`src/rtl/sensor_timing_pkg.sv`:
```
// Shared definitions for the sensor timing controller: state encoding,
// counter width and the default timing parameters.
package sensor_timing_pkg;

   localparam int unsigned CNT_W = 16;

   localparam logic [1:0] ST_IDLE = 2'd0;
   localparam logic [1:0] ST_LINE = 2'd1;
   localparam logic [1:0] ST_HBLK = 2'd2;
   localparam logic [1:0] ST_VBLK = 2'd3;

   localparam int unsigned PIX_DIV_MAX_DEF = 32'd4;
   localparam int unsigned LINE_PIX_DEF    = 32'd100;
   localparam int unsigned HBLANK_DEF      = 32'd20;
   localparam int unsigned LINES_DEF       = 32'd20;
   localparam int unsigned VBLANK_DEF      = 32'd4;

endpackage

```
`src/rtl/sensor_timing_ctrl_if.sv`:
```
// Control and timing bundle between the frame sequencer (slave side) and the
// host / pixel data generator (master side).
interface sensor_timing_ctrl_if;
   import sensor_timing_pkg::*;

   logic             start;
   logic             stop;
   logic             continuous;
   logic             pix_tick;
   logic             frame_valid;
   logic             line_valid;
   logic [CNT_W-1:0] pix_idx;
   logic [CNT_W-1:0] line_idx;
   logic             busy;
   logic             frame_done;
   logic [CNT_W-1:0] frame_cnt;

   modport slave (
      input  start, stop, continuous,
      output pix_tick, frame_valid, line_valid, pix_idx, line_idx,
             busy, frame_done, frame_cnt
   );

   modport master (
      output start, stop, continuous,
      input  pix_tick, frame_valid, line_valid, pix_idx, line_idx,
             busy, frame_done, frame_cnt
   );

endinterface

```
`src/rtl/sensor_timing_ctrl_pix_tick_div.sv`:
```
// Pixel-rate divider. enable and clear describe the cycle being entered, so
// pix_tick is a flop output that is high exactly when the count sits at
// DIV_MAX. tick_next exposes the same decision one cycle early.
module pix_tick_div
   import sensor_timing_pkg::*;
#(
   parameter int unsigned DIV_MAX = PIX_DIV_MAX_DEF
) (
   input  logic clk,
   input  logic rst_n,
   input  logic clear,
   input  logic enable,
   output logic pix_tick,
   output logic tick_next
);

   localparam logic [CNT_W-1:0] LAST = CNT_W'(DIV_MAX);

   logic [CNT_W-1:0] cnt_r;
   logic [CNT_W-1:0] cnt_s;
   logic             tick_r;

   // Next divider count: parked at zero when idle or restarted, else 0..DIV_MAX.
   always_comb begin
      cnt_s = 16'd0;
      if (!enable) begin
         cnt_s = 16'd0;
      end else if (clear) begin
         cnt_s = 16'd0;
      end else if (cnt_r == LAST) begin
         cnt_s = 16'd0;
      end else begin
         cnt_s = cnt_r + 16'd1;
      end
   end

   assign tick_next = enable && (cnt_s == LAST);

   // Divider count and registered tick strobe.
   always_ff @(posedge clk or negedge rst_n) begin
      if (!rst_n) begin
         cnt_r  <= 16'd0;
         tick_r <= 1'b0;
      end else begin
         cnt_r  <= cnt_s;
         tick_r <= tick_next;
      end
   end

   assign pix_tick = tick_r;

endmodule

```
`src/rtl/sensor_timing_ctrl.sv`:
```
// Frame/line timing sequencer for an image sensor data path. Walks active
// lines, horizontal blanking and vertical blanking on pixel ticks and reports
// frame completion. All status outputs are flops loaded from next-state values.
module sensor_timing_ctrl
   import sensor_timing_pkg::*;
#(
   parameter int unsigned PIX_DIV_MAX = PIX_DIV_MAX_DEF,
   parameter int unsigned LINE_PIX    = LINE_PIX_DEF,
   parameter int unsigned HBLANK      = HBLANK_DEF,
   parameter int unsigned LINES       = LINES_DEF,
   parameter int unsigned VBLANK      = VBLANK_DEF
) (
   input  logic                 sys_clk,
   input  logic                 sys_rst_n,
   sensor_timing_ctrl_if.slave  bus
);

   localparam logic [CNT_W-1:0] PIX_LAST  = CNT_W'(LINE_PIX - 32'd1);
   localparam logic [CNT_W-1:0] HBLK_LAST = CNT_W'(HBLANK - 32'd1);
   localparam logic [CNT_W-1:0] VPIX_LAST = CNT_W'(LINE_PIX + HBLANK - 32'd1);
   localparam logic [CNT_W-1:0] ROW_LAST  = CNT_W'(LINES - 32'd1);
   localparam logic [CNT_W-1:0] VROW_LAST = CNT_W'(LINES + VBLANK - 32'd1);
   localparam logic             HB_SKIP   = (HBLANK == 32'd0);
   localparam logic             VB_SKIP   = (VBLANK == 32'd0);

   logic [1:0]       state_r, state_s;
   logic [CNT_W-1:0] pix_r, pix_s;
   logic [CNT_W-1:0] line_r, line_s;
   logic [CNT_W-1:0] frame_cnt_r, frame_cnt_s;
   logic             pend_r, pend_s;
   logic             line_valid_r, frame_valid_r, busy_r, frame_done_r;
   logic             tick_s, tick_next_s, done_next_s;
   logic             div_clear_s, div_enable_s;

   // True when a tick in this position is the last tick of the frame; empty
   // blanking regions move the frame end forward into HBLK or LINE.
   function automatic logic frame_last(input logic [1:0] st,
                                       input logic [CNT_W-1:0] pix,
                                       input logic [CNT_W-1:0] row);
      logic last_s;
      last_s = 1'b0;
      case (st)
         ST_LINE: last_s = HB_SKIP && VB_SKIP && (row == ROW_LAST) && (pix == PIX_LAST);
         ST_HBLK: last_s = VB_SKIP && (row == ROW_LAST) && (pix == HBLK_LAST);
         ST_VBLK: last_s = (row == VROW_LAST) && (pix == VPIX_LAST);
         default: last_s = 1'b0;
      endcase
      return last_s;
   endfunction

   pix_tick_div #(.DIV_MAX(PIX_DIV_MAX)) u_div (
      .clk       (sys_clk),
      .rst_n     (sys_rst_n),
      .clear     (div_clear_s),
      .enable    (div_enable_s),
      .pix_tick  (tick_s),
      .tick_next (tick_next_s)
   );

   // Next-state logic: leave IDLE on a clean start, otherwise advance on ticks.
   always_comb begin
      state_s = state_r;
      pix_s   = pix_r;
      line_s  = line_r;
      if (state_r == ST_IDLE) begin
         if (bus.start && !bus.stop) begin
            state_s = ST_LINE;
            pix_s   = 16'd0;
            line_s  = 16'd0;
         end else begin
            state_s = ST_IDLE;
         end
      end else if (tick_s) begin
         if (frame_last(state_r, pix_r, line_r)) begin
            pix_s   = 16'd0;
            line_s  = 16'd0;
            state_s = (bus.continuous && !(pend_r || bus.stop)) ? ST_LINE : ST_IDLE;
         end else begin
            case (state_r)
               ST_LINE: begin
                  if (pix_r == PIX_LAST) begin
                     pix_s = 16'd0;
                     if (HB_SKIP) begin
                        line_s  = line_r + 16'd1;
                        state_s = (line_r == ROW_LAST) ? ST_VBLK : ST_LINE;
                     end else begin
                        state_s = ST_HBLK;
                     end
                  end else begin
                     pix_s = pix_r + 16'd1;
                  end
               end
               ST_HBLK: begin
                  if (pix_r == HBLK_LAST) begin
                     pix_s   = 16'd0;
                     line_s  = line_r + 16'd1;
                     state_s = (line_r == ROW_LAST) ? ST_VBLK : ST_LINE;
                  end else begin
                     pix_s = pix_r + 16'd1;
                  end
               end
               ST_VBLK: begin
                  if (pix_r == VPIX_LAST) begin
                     pix_s  = 16'd0;
                     line_s = line_r + 16'd1;
                  end else begin
                     pix_s = pix_r + 16'd1;
                  end
               end
               default: state_s = ST_IDLE;
            endcase
         end
      end else begin
         state_s = state_r;
      end
   end

   assign div_enable_s = (state_s != ST_IDLE);
   assign div_clear_s  = (state_r == ST_IDLE) && (state_s != ST_IDLE);
   assign done_next_s  = tick_next_s && frame_last(state_s, pix_s, line_s);
   assign frame_cnt_s  = frame_cnt_r + {15'd0, done_next_s};

   // Stop request latches while busy and is dropped whenever IDLE is entered.
   always_comb begin
      pend_s = pend_r;
      if (state_s == ST_IDLE) begin
         pend_s = 1'b0;
      end else if (bus.stop && (state_r != ST_IDLE)) begin
         pend_s = 1'b1;
      end else begin
         pend_s = pend_r;
      end
   end

   // Sequencer state and position counters.
   always_ff @(posedge sys_clk or negedge sys_rst_n) begin
      if (!sys_rst_n) begin
         state_r <= ST_IDLE;
         pix_r   <= 16'd0;
         line_r  <= 16'd0;
         pend_r  <= 1'b0;
      end else begin
         state_r <= state_s;
         pix_r   <= pix_s;
         line_r  <= line_s;
         pend_r  <= pend_s;
      end
   end

   // Registered status outputs, aligned with the state they describe.
   always_ff @(posedge sys_clk or negedge sys_rst_n) begin
      if (!sys_rst_n) begin
         line_valid_r  <= 1'b0;
         frame_valid_r <= 1'b0;
         busy_r        <= 1'b0;
         frame_done_r  <= 1'b0;
         frame_cnt_r   <= 16'd0;
      end else begin
         line_valid_r  <= (state_s == ST_LINE);
         frame_valid_r <= (state_s == ST_LINE) || (state_s == ST_HBLK);
         busy_r        <= (state_s != ST_IDLE);
         frame_done_r  <= done_next_s;
         frame_cnt_r   <= frame_cnt_s;
      end
   end

   assign bus.pix_tick    = tick_s;
   assign bus.frame_valid = frame_valid_r;
   assign bus.line_valid  = line_valid_r;
   assign bus.pix_idx     = pix_r;
   assign bus.line_idx    = line_r;
   assign bus.busy        = busy_r;
   assign bus.frame_done  = frame_done_r;
   assign bus.frame_cnt   = frame_cnt_r;

endmodule

```
`src/flat_wrapper.sv`:
```
// flat-port wrapper written by rule: the top's interface ports become plain ports
module sensor_timing_ctrl_flat import sensor_timing_pkg::*;
#(
   parameter int unsigned PIX_DIV_MAX = PIX_DIV_MAX_DEF,
   parameter int unsigned LINE_PIX    = LINE_PIX_DEF,
   parameter int unsigned HBLANK      = HBLANK_DEF,
   parameter int unsigned LINES       = LINES_DEF,
   parameter int unsigned VBLANK      = VBLANK_DEF
)
  (sys_clk, sys_rst_n, bus_start, bus_stop, bus_continuous, bus_pix_tick, bus_frame_valid, bus_line_valid, bus_pix_idx, bus_line_idx, bus_busy, bus_frame_done, bus_frame_cnt);
  sensor_timing_ctrl_if bus_i ();
  input  logic sys_clk;
  input  logic sys_rst_n;
  input wire logic [$bits(bus_i.start)-1:0] bus_start;
  input wire logic [$bits(bus_i.stop)-1:0] bus_stop;
  input wire logic [$bits(bus_i.continuous)-1:0] bus_continuous;
  output wire logic [$bits(bus_i.pix_tick)-1:0] bus_pix_tick;
  output wire logic [$bits(bus_i.frame_valid)-1:0] bus_frame_valid;
  output wire logic [$bits(bus_i.line_valid)-1:0] bus_line_valid;
  output wire logic [$bits(bus_i.pix_idx)-1:0] bus_pix_idx;
  output wire logic [$bits(bus_i.line_idx)-1:0] bus_line_idx;
  output wire logic [$bits(bus_i.busy)-1:0] bus_busy;
  output wire logic [$bits(bus_i.frame_done)-1:0] bus_frame_done;
  output wire logic [$bits(bus_i.frame_cnt)-1:0] bus_frame_cnt;
  assign bus_i.start = bus_start;
  assign bus_i.stop = bus_stop;
  assign bus_i.continuous = bus_continuous;
  assign bus_pix_tick = bus_i.pix_tick;
  assign bus_frame_valid = bus_i.frame_valid;
  assign bus_line_valid = bus_i.line_valid;
  assign bus_pix_idx = bus_i.pix_idx;
  assign bus_line_idx = bus_i.line_idx;
  assign bus_busy = bus_i.busy;
  assign bus_frame_done = bus_i.frame_done;
  assign bus_frame_cnt = bus_i.frame_cnt;
  sensor_timing_ctrl #(.PIX_DIV_MAX(PIX_DIV_MAX), .LINE_PIX(LINE_PIX), .HBLANK(HBLANK), .LINES(LINES), .VBLANK(VBLANK)) u_core (.sys_clk(sys_clk), .sys_rst_n(sys_rst_n), .bus(bus_i));
endmodule
```
`config.mk`:
```
export PLATFORM = sky130hd
export DESIGN_NAME = sensor_timing_ctrl_flat
export DESIGN_NICKNAME = d
export VERILOG_FILES = /design/src/rtl/sensor_timing_pkg.sv /design/src/rtl/sensor_timing_ctrl_if.sv /design/src/rtl/sensor_timing_ctrl_pix_tick_div.sv /design/src/rtl/sensor_timing_ctrl.sv /design/src/flat_wrapper.sv
export SDC_FILE = /design/constraint.sdc
export NUM_CORES = 1
export LEC_CHECK = 0
export ABC_AREA = 1
export BUFFER_PORTS_ARGS = -buffer_cell sky130_fd_sc_hd__buf_2
export CAP_MARGIN = 20
export CORE_MARGIN = 5
export CORE_UTILIZATION = 45
export DETAILED_ROUTE_END_ITERATION = 10
export HOLD_SLACK_MARGIN = 0.1
export PLACE_DENSITY = 0.64
export SLEW_MARGIN = 40
export SYNTH_ARGS = -nofsm -noshare
export SYNTH_HDL_FRONTEND = slang
export SYNTH_SLANG_ARGS = --single-unit
export TNS_END_PERCENT = 20
```
`constraint.sdc`:
```
create_clock -name sys_clk -period 7.3 [get_ports sys_clk]
set_clock_uncertainty 0.2 [all_clocks]
set_input_delay 0.365 -clock sys_clk [delete_from_list [all_inputs] [get_ports sys_clk]]
set_output_delay 0.365 -clock sys_clk [all_outputs]
set_load 0.01 [all_outputs]
```
# ---- Yosys cells after proc, flatten, opt, wreduce, memory -nomap -nowiden
# Index checks and enable logic that the tools add are counted.
dict set report totals {
  output_inout_bits 53
  word_cells 80
  in_bits 5
  ff_bits 72
}
dict set report classes {
  muxes 33
  addsub 4
  reduce_logical 17
  eq_ne 15
}
# operator count
set op_table {}
lappend op_table {{16-bit two-way mux} 16}
lappend op_table {{16-bit by 5-bit == test with 1-bit output, second input constant} 4}
lappend op_table {{16-bit by 1-bit adder with 16-bit output, second input constant} 3}
lappend op_table {{16-bit by 7-bit == test with 1-bit output, second input constant} 3}
lappend op_table {{16-bit one-hot mux with 3 select lines} 1}
lappend op_table {{16-bit by 3-bit == test with 1-bit output, second input constant} 2}
lappend op_table {{16-bit one-hot mux with 2 select lines} 1}
lappend op_table {{16-bit by 1-bit adder with 16-bit output} 1}
lappend op_table {{2-bit two-way mux} 6}
lappend op_table {{2-bit == test, second input constant} 4}
lappend op_table {{1-bit logical AND} 8}
lappend op_table {{1-bit two-way mux} 8}
lappend op_table {{2-bit one-hot mux with 3 select lines} 1}
lappend op_table {{2-bit nonzero test} 3}
lappend op_table {{2-bit by 1-bit == test with 1-bit output, second input constant} 2}
lappend op_table {{2-bit logical NOT} 2}
lappend op_table {{1-bit logical NOT} 2}
lappend op_table {{1-bit logical OR} 2}

# ---- Depth between registers and ports, before layout
dict set report logic_depth {
  word_depth 16
  depth_mapped 35
  depth_no_buf 35
}

# ---- Hierarchy
# Synthesis repeated with hierarchy kept, for this count alone.
dict set report unflattened {
  hier_cells 776
  hier_area_um2 5112.4
}
# module seq_area_each_um2 area_per_inst_um2 n_inst cells_each
set modules_own_cells {}
lappend modules_own_cells {sensor_timing_ctrl 1376.3 4036.4 1 619}
lappend modules_own_cells {pix_tick_div 425.4 1076.0 1 157}

# ---- Worst setup path before layout
# No wires, ideal clock.
dict set report synth_path {
  path_type {register -> register}
  start {register u_core.pix_r[1], in the netlist u_core.bus.pix_idx[1]}
  end {register u_core.frame_cnt_r[15], in the netlist u_core.bus.frame_cnt[15]}
  setup_time_ns 0.124
  arrival_ns 4.040
  required_ns 6.976
  synth_period_minus_slack_ns 4.364
  path_buffers 0
  path_stages_with_launch 36
  path_slack_ns 2.936
  path_cell_list {dfrtp_1 ha_1 nand2_1 inv_1 nand2_2 nor2_4 nand2_4 inv_1 nand3_1 o2111ai_1 o211ai_1 o21ai_0 nand2_1 inv_1 ha_1 nor2_1 nand2_2 inv_2 nand2_1 nand3_1 nor2_1 nand2_1 nor2_1 nand3_1 nor2_1 nand2_1 nor2_2 ha_1 nand3_1 nor2_1 nand4_1 nor3_1 inv_1 nor3_1 nand4_1 xnor2_1}
}
dict set report synth_between {
  elab_chain_len 16
  word_cells_on_any_way 41
  classes_between {add/sub (2); eq/ne (7); mux (26); reduce/logical (6)}
}
# item line_no
set synth_rtl {}
lappend synth_rtl {{from (decl)} sensor_timing_ctrl.sv:27} ;# logic [CNT_W-1:0] pix_r, pix_s;
lappend synth_rtl {{from (signal assigned)} sensor_timing_ctrl.sv:144} ;# pix_r <= pix_s;
lappend synth_rtl {{16-bit by 7-bit == test with 1-bit output} sensor_timing_ctrl.sv:45} ;# ST_VBLK: last_s = (row == VROW_LAST) && (pix == VPIX_LAST);
lappend synth_rtl {{1-bit logical AND} sensor_timing_ctrl.sv:45}
lappend synth_rtl {{1-bit two-way mux} sensor_timing_ctrl.sv:42} ;# case (st)
lappend synth_rtl {{1-bit two-way mux} sensor_timing_ctrl.sv:73} ;# end else if (tick_s) begin
lappend synth_rtl {{1-bit two-way mux} sensor_timing_ctrl.sv:65} ;# if (state_r == ST_IDLE) begin
lappend synth_rtl {{2-bit two-way mux *} sensor_timing_ctrl.sv:74} ;# if (frame_last(state_r, pix_r, line_r)) begin
lappend synth_rtl {{2-bit two-way mux *} sensor_timing_ctrl.sv:73}
lappend synth_rtl {{2-bit two-way mux *} sensor_timing_ctrl.sv:65}
lappend synth_rtl {{via u_core.state_s[0]} sensor_timing_ctrl.sv:26} ;# logic [1:0] state_r, state_s;
lappend synth_rtl {{[2 not listed]} -}
lappend synth_rtl {{16-bit two-way mux} sensor_timing_ctrl_pix_tick_div.sv:28} ;# end else if (clear) begin
lappend synth_rtl {{16-bit two-way mux} sensor_timing_ctrl_pix_tick_div.sv:26} ;# if (!enable) begin
lappend synth_rtl {{16-bit by 3-bit == test with 1-bit output} sensor_timing_ctrl_pix_tick_div.sv:37} ;# assign tick_next = enable && (cnt_s == LAST);
lappend synth_rtl {{1-bit logical AND} sensor_timing_ctrl_pix_tick_div.sv:37}
lappend synth_rtl {{1-bit logical AND *} sensor_timing_ctrl.sv:120} ;# assign done_next_s = tick_next_s && frame_last(state_s, pix_s, line_s);
lappend synth_rtl {{via u_core.done_next_s} sensor_timing_ctrl.sv:32} ;# logic tick_s, tick_next_s, done_next_s;
lappend synth_rtl {{16-bit by 1-bit adder with 16-bit output *} sensor_timing_ctrl.sv:121} ;# assign frame_cnt_s = frame_cnt_r + {15'd0, done_next_s};
lappend synth_rtl {{via u_core.frame_cnt_s[15]} sensor_timing_ctrl.sv:29} ;# logic [CNT_W-1:0] frame_cnt_r, frame_cnt_s;
lappend synth_rtl {{to (signal assigned)} sensor_timing_ctrl.sv:163} ;# frame_cnt_r <= frame_cnt_s;
lappend synth_rtl {{to (decl)} sensor_timing_ctrl.sv:29}
# Mark *: on every way through the listed nets, which the timed path passes. The rest lies on a longest branch. The select of a mux whose other input is x is not followed.
# A chain may end at the register's enable or synchronous reset.

# ---- Final worst setup path
dict set report layout_path {
  start {register u_core.state_r[1]}
  end {register u_core.frame_cnt_r[15], in the netlist u_core.bus.frame_cnt[15]}
}
dict set report layout_between {
  elab_chain_len 15
  word_cells_on_any_way 34
  classes_between {add/sub (1); eq/ne (7); mux (20); reduce/logical (6)}
}
# item line_no
set layout_rtl {}
lappend layout_rtl {{from (decl)} sensor_timing_ctrl.sv:26}
lappend layout_rtl {{from (signal assigned)} sensor_timing_ctrl.sv:143} ;# state_r <= state_s;
lappend layout_rtl {{2-bit == test} {sensor_timing_ctrl.sv:42, sensor_timing_ctrl.sv:79}}
lappend layout_rtl {{1-bit two-way mux} sensor_timing_ctrl.sv:42}
lappend layout_rtl {{1-bit two-way mux} sensor_timing_ctrl.sv:73}
lappend layout_rtl {{1-bit two-way mux} sensor_timing_ctrl.sv:65}
lappend layout_rtl {{2-bit two-way mux} sensor_timing_ctrl.sv:74}
lappend layout_rtl {{2-bit two-way mux} sensor_timing_ctrl.sv:73}
lappend layout_rtl {{2-bit two-way mux *} sensor_timing_ctrl.sv:65}
lappend layout_rtl {{via u_core.state_s[0]} sensor_timing_ctrl.sv:26}
lappend layout_rtl {{[2 not listed]} -}
lappend layout_rtl {{16-bit two-way mux} sensor_timing_ctrl_pix_tick_div.sv:28}
lappend layout_rtl {{16-bit two-way mux} sensor_timing_ctrl_pix_tick_div.sv:26}
lappend layout_rtl {{16-bit by 3-bit == test with 1-bit output} sensor_timing_ctrl_pix_tick_div.sv:37}
lappend layout_rtl {{1-bit logical AND} sensor_timing_ctrl_pix_tick_div.sv:37}
lappend layout_rtl {{1-bit logical AND *} sensor_timing_ctrl.sv:120}
lappend layout_rtl {{via u_core.done_next_s} sensor_timing_ctrl.sv:32}
lappend layout_rtl {{16-bit by 1-bit adder with 16-bit output *} sensor_timing_ctrl.sv:121}
lappend layout_rtl {{via u_core.frame_cnt_s[15]} sensor_timing_ctrl.sv:29}
# Marked as above.

==> flow_metrics.tcl <==
set metrics [dict create \
    intPower_mw 0.942 \
    die_height_um 115 \
    gp_congestion 0.907 \
    cpPeakStageDelay_ns 0.64 \
    setup_viol 0 \
    path_max_fanout 25 \
    dp_hpwl_um 9830 \
    clockBufferDepth 2 \
    slew_violations 0 \
    leakage_nw 2.96 \
    fmax_mhz 183 \
    power_density_nw_per_um2 327 \
    cts_num_sinks 72 \
    crit_path_start_kind "flip-flop" \
    slowest_stage "dfrtp_1" \
    synthCells 733 \
    synth_seq_area_share 0.360 \
    area_delta_synth_final_pct 11.9 \
    pwr-share-comb 0.465 \
    nets 801 \
    core_um2 10900 \
    root_buffer "clkbuf_8" \
    grt_pass1_wl_um 22700 \
    synth.top_cell.area_share 0.360 \
    initial_core_util 0.459 \
    drc 0 \
    p_seq_frac 0.368 \
    switching_share 0.484 \
    dp_slack_ns 1.84 \
    synth_edf_count 0 \
    final_cell_mix "183 x nand2_1, 102 x inv_1, 94 x nor2_1" \
    rows 38 \
    maxSlewHeadroom 0.447 \
    utilization 0.514 \
    grt-ovfl-total 0 \
    cts_tree "done" \
    antenna_found_initial 0 \
    cp.arrival_ns 5.51 \
    fin_crit_sh 0.748 \
    die_x_um 115 \
    ys_top_cells_by_area "dfrtp_1 36%, nand2_1 14%, inv_1 7.7%, nor2_1 7.1%, nand3_1 5.9%" \
    dr.pass1.iters 5 \
    avgSynthCellArea_um2 6.82 \
    ys.flop_type "dfrtp_1" \
    clk_latency_ns 0.36 \
    status "finished clean" \
    grt_usage 0.212 \
    synth.distinct_cells 38 \
    drive_gt1_frac 0.141 \
    async_flop_share 1.00 \
    finalHoldViolations 0 \
    crit_type "flip-flop to flip-flop" \
    diodes 0 \
    cpMostUsedCell "nor2_1" \
    hold_path_class "flip-flop to flip-flop" \
    setup_tns_ns 0 \
    grt_max_degree 73 \
    cp-end-kind "flip-flop" \
    drt-initial-drc-count 360 \
    fin_crit_ns 5.46 \
    peakVddDrop_uv 175 \
    routed_via_density 5.23 \
    antenna_left 0 \
    finalWorstSetupSlack_ns 1.84 \
    synth_seq_cells 72 \
    wl_per_cell_um 14.5 \
    yosys_warnings 0 \
    synth_nets 747 \
    die-area_um2 13300 \
    vias 4872 \
    io_buffers 57 \
    wl_um 13500 \
    required_ns 7.35 \
    synth_area_um2 5000 \
    synth_area_leader_cell "dfrtp_1" \
    ios 58 \
    final_common_cell "nand2_1" \
    numCtsBuffers 9 \
    clkTransAtPathRegs_ns 0.09 \
    p_switching_mw 0.886 \
    cts_max_level 3 \
    cap_violations 0 \
    clkPwrFrac 0.167 \
    worst_pin_slew_ns 0.827 \
    rsz0062_at_grt "false" \
    total_power_mw 1.83 \
    grt_pass1_vias 4750 \
]
## final timing paths
kind,from,endpoint,slack [ns],cells after the start
max,u_core.state_r[1],u_core.bus.frame_cnt[15],1.84,30
min,u_core.bus.frame_cnt[15],u_core.bus.frame_cnt[15],0.30,1
max reg2reg,u_core.state_r[1],u_core.bus.frame_cnt[15],1.84,30
min reg2reg,u_core.bus.frame_cnt[15],u_core.bus.frame_cnt[15],0.30,1
max in group asynchronous,sys_rst_n,u_core.pend_r,6.04,2
min in group asynchronous,sys_rst_n,u_core.bus.line_idx[1],0.35,2
## final cells by class
cell class	instances	area, um^2
well taps	140	175
repair buffers	60	339
clock buffers	10	138
flip-flops and latches	72	1800
multi-input cells	535	2680
fillers	1092	5290
clock inverters	6	47.5
inverters	109	409
## registers in the layout (all words and copies together) (netlist names)
name and count:
u_core.bus.line_idx 16, u_core.bus.frame_valid 1, u_core.u_div.pix_tick 1, u_core.state_r 2, u_core.pend_r 1, u_core.bus.line_valid 1
u_core.bus.frame_cnt 16, u_core.u_div.cnt_r 16, u_core.bus.frame_done 1, u_core.bus.busy 1, u_core.bus.pix_idx 16
## timing repair
item | 4_1_cts | 5_1_grt
gates resized for setup | 0 | 0
setup buffers | 0 | 0
hold buffers | 2 | 0
hold endpoints to repair | 73 | 0
## synth_stat cells, types with 2 or more instances
library cell	number
o21ai_1	2
inv_1	102
nand4_1	15
nand2_1	183
dfrtp_1	72
buf_6	2
nor3_1	16
nand3_1	59
a21oi_2	2
clkbuf_1	9
nor2_8	2
a21boi_0	2
and2_1	2
buf_8	2
nand2_4	4
o211ai_1	3
xnor2_1	5
nand3_2	5
or2_2	2
o21ai_0	32
nand2_2	7
a21oi_1	55
nor2_2	5
ha_1	9
nor2_1	94
inv_2	6
buf_2	4
nor2_4	4
xor2_1	19
## worst max-delay path: cells and delay by family, from the launching register on
kind,cells,cell delay (ns)
AND/OR/NAND/NOR,19,2.93
buffers and inverters,5,0.68
AO/OA/AOI/OAI,3,0.34
flip-flops,1,0.64
XOR/XNOR,1,0.16
adder cells (fa/ha/maj),2,0.37
## cells by family after synthesis
logic type | Yosys count | share of synthesized area
AO/OA/AOI/OAI | 101 | 0.108
XOR/XNOR | 24 | 0.0420
adder cells (fa/ha/maj) | 9 | 0.0225
buffers and inverters | 126 | 0.103
flip-flops | 72 | 0.360
AND/OR/NAND/NOR | 401 | 0.364
## metal layers
layer	vias to the layer above	wire, um	track usage
li1	2438	-	-
met2	165	6450	0.356
met5	-	0	0
met3	13	1010	0.0512
met4	0	162	0.0548
met1	2256	5860	0.277
## power by group through the flow
stage	logic [mW]	clock network, mW	registers, mW
global route	0.975	0.340	0.694
global placement	0.831	0	0.673
CTS	0.850	0.318	0.669
detailed placement	0.844	0	0.677
floorplan	0.613	0	0.652
finish	0.850	0.305	0.673
## metrics by stage
stage / hold slack, ns / cells / cell area, um^2
2_1_floorplan: -0.131 / 733 / 5000
3_3_place_gp: 0.262 / 913 / 5360
3_5_place_dp: 0.229 / 914 / 5390
4_1_cts: 0.297 / 932 / 5590
5_1_grt: 0.335 / 932 / 5590
6_report: 0.297 / 932 / 5590
No activity file was read; power rests on OpenSTA's default activity.
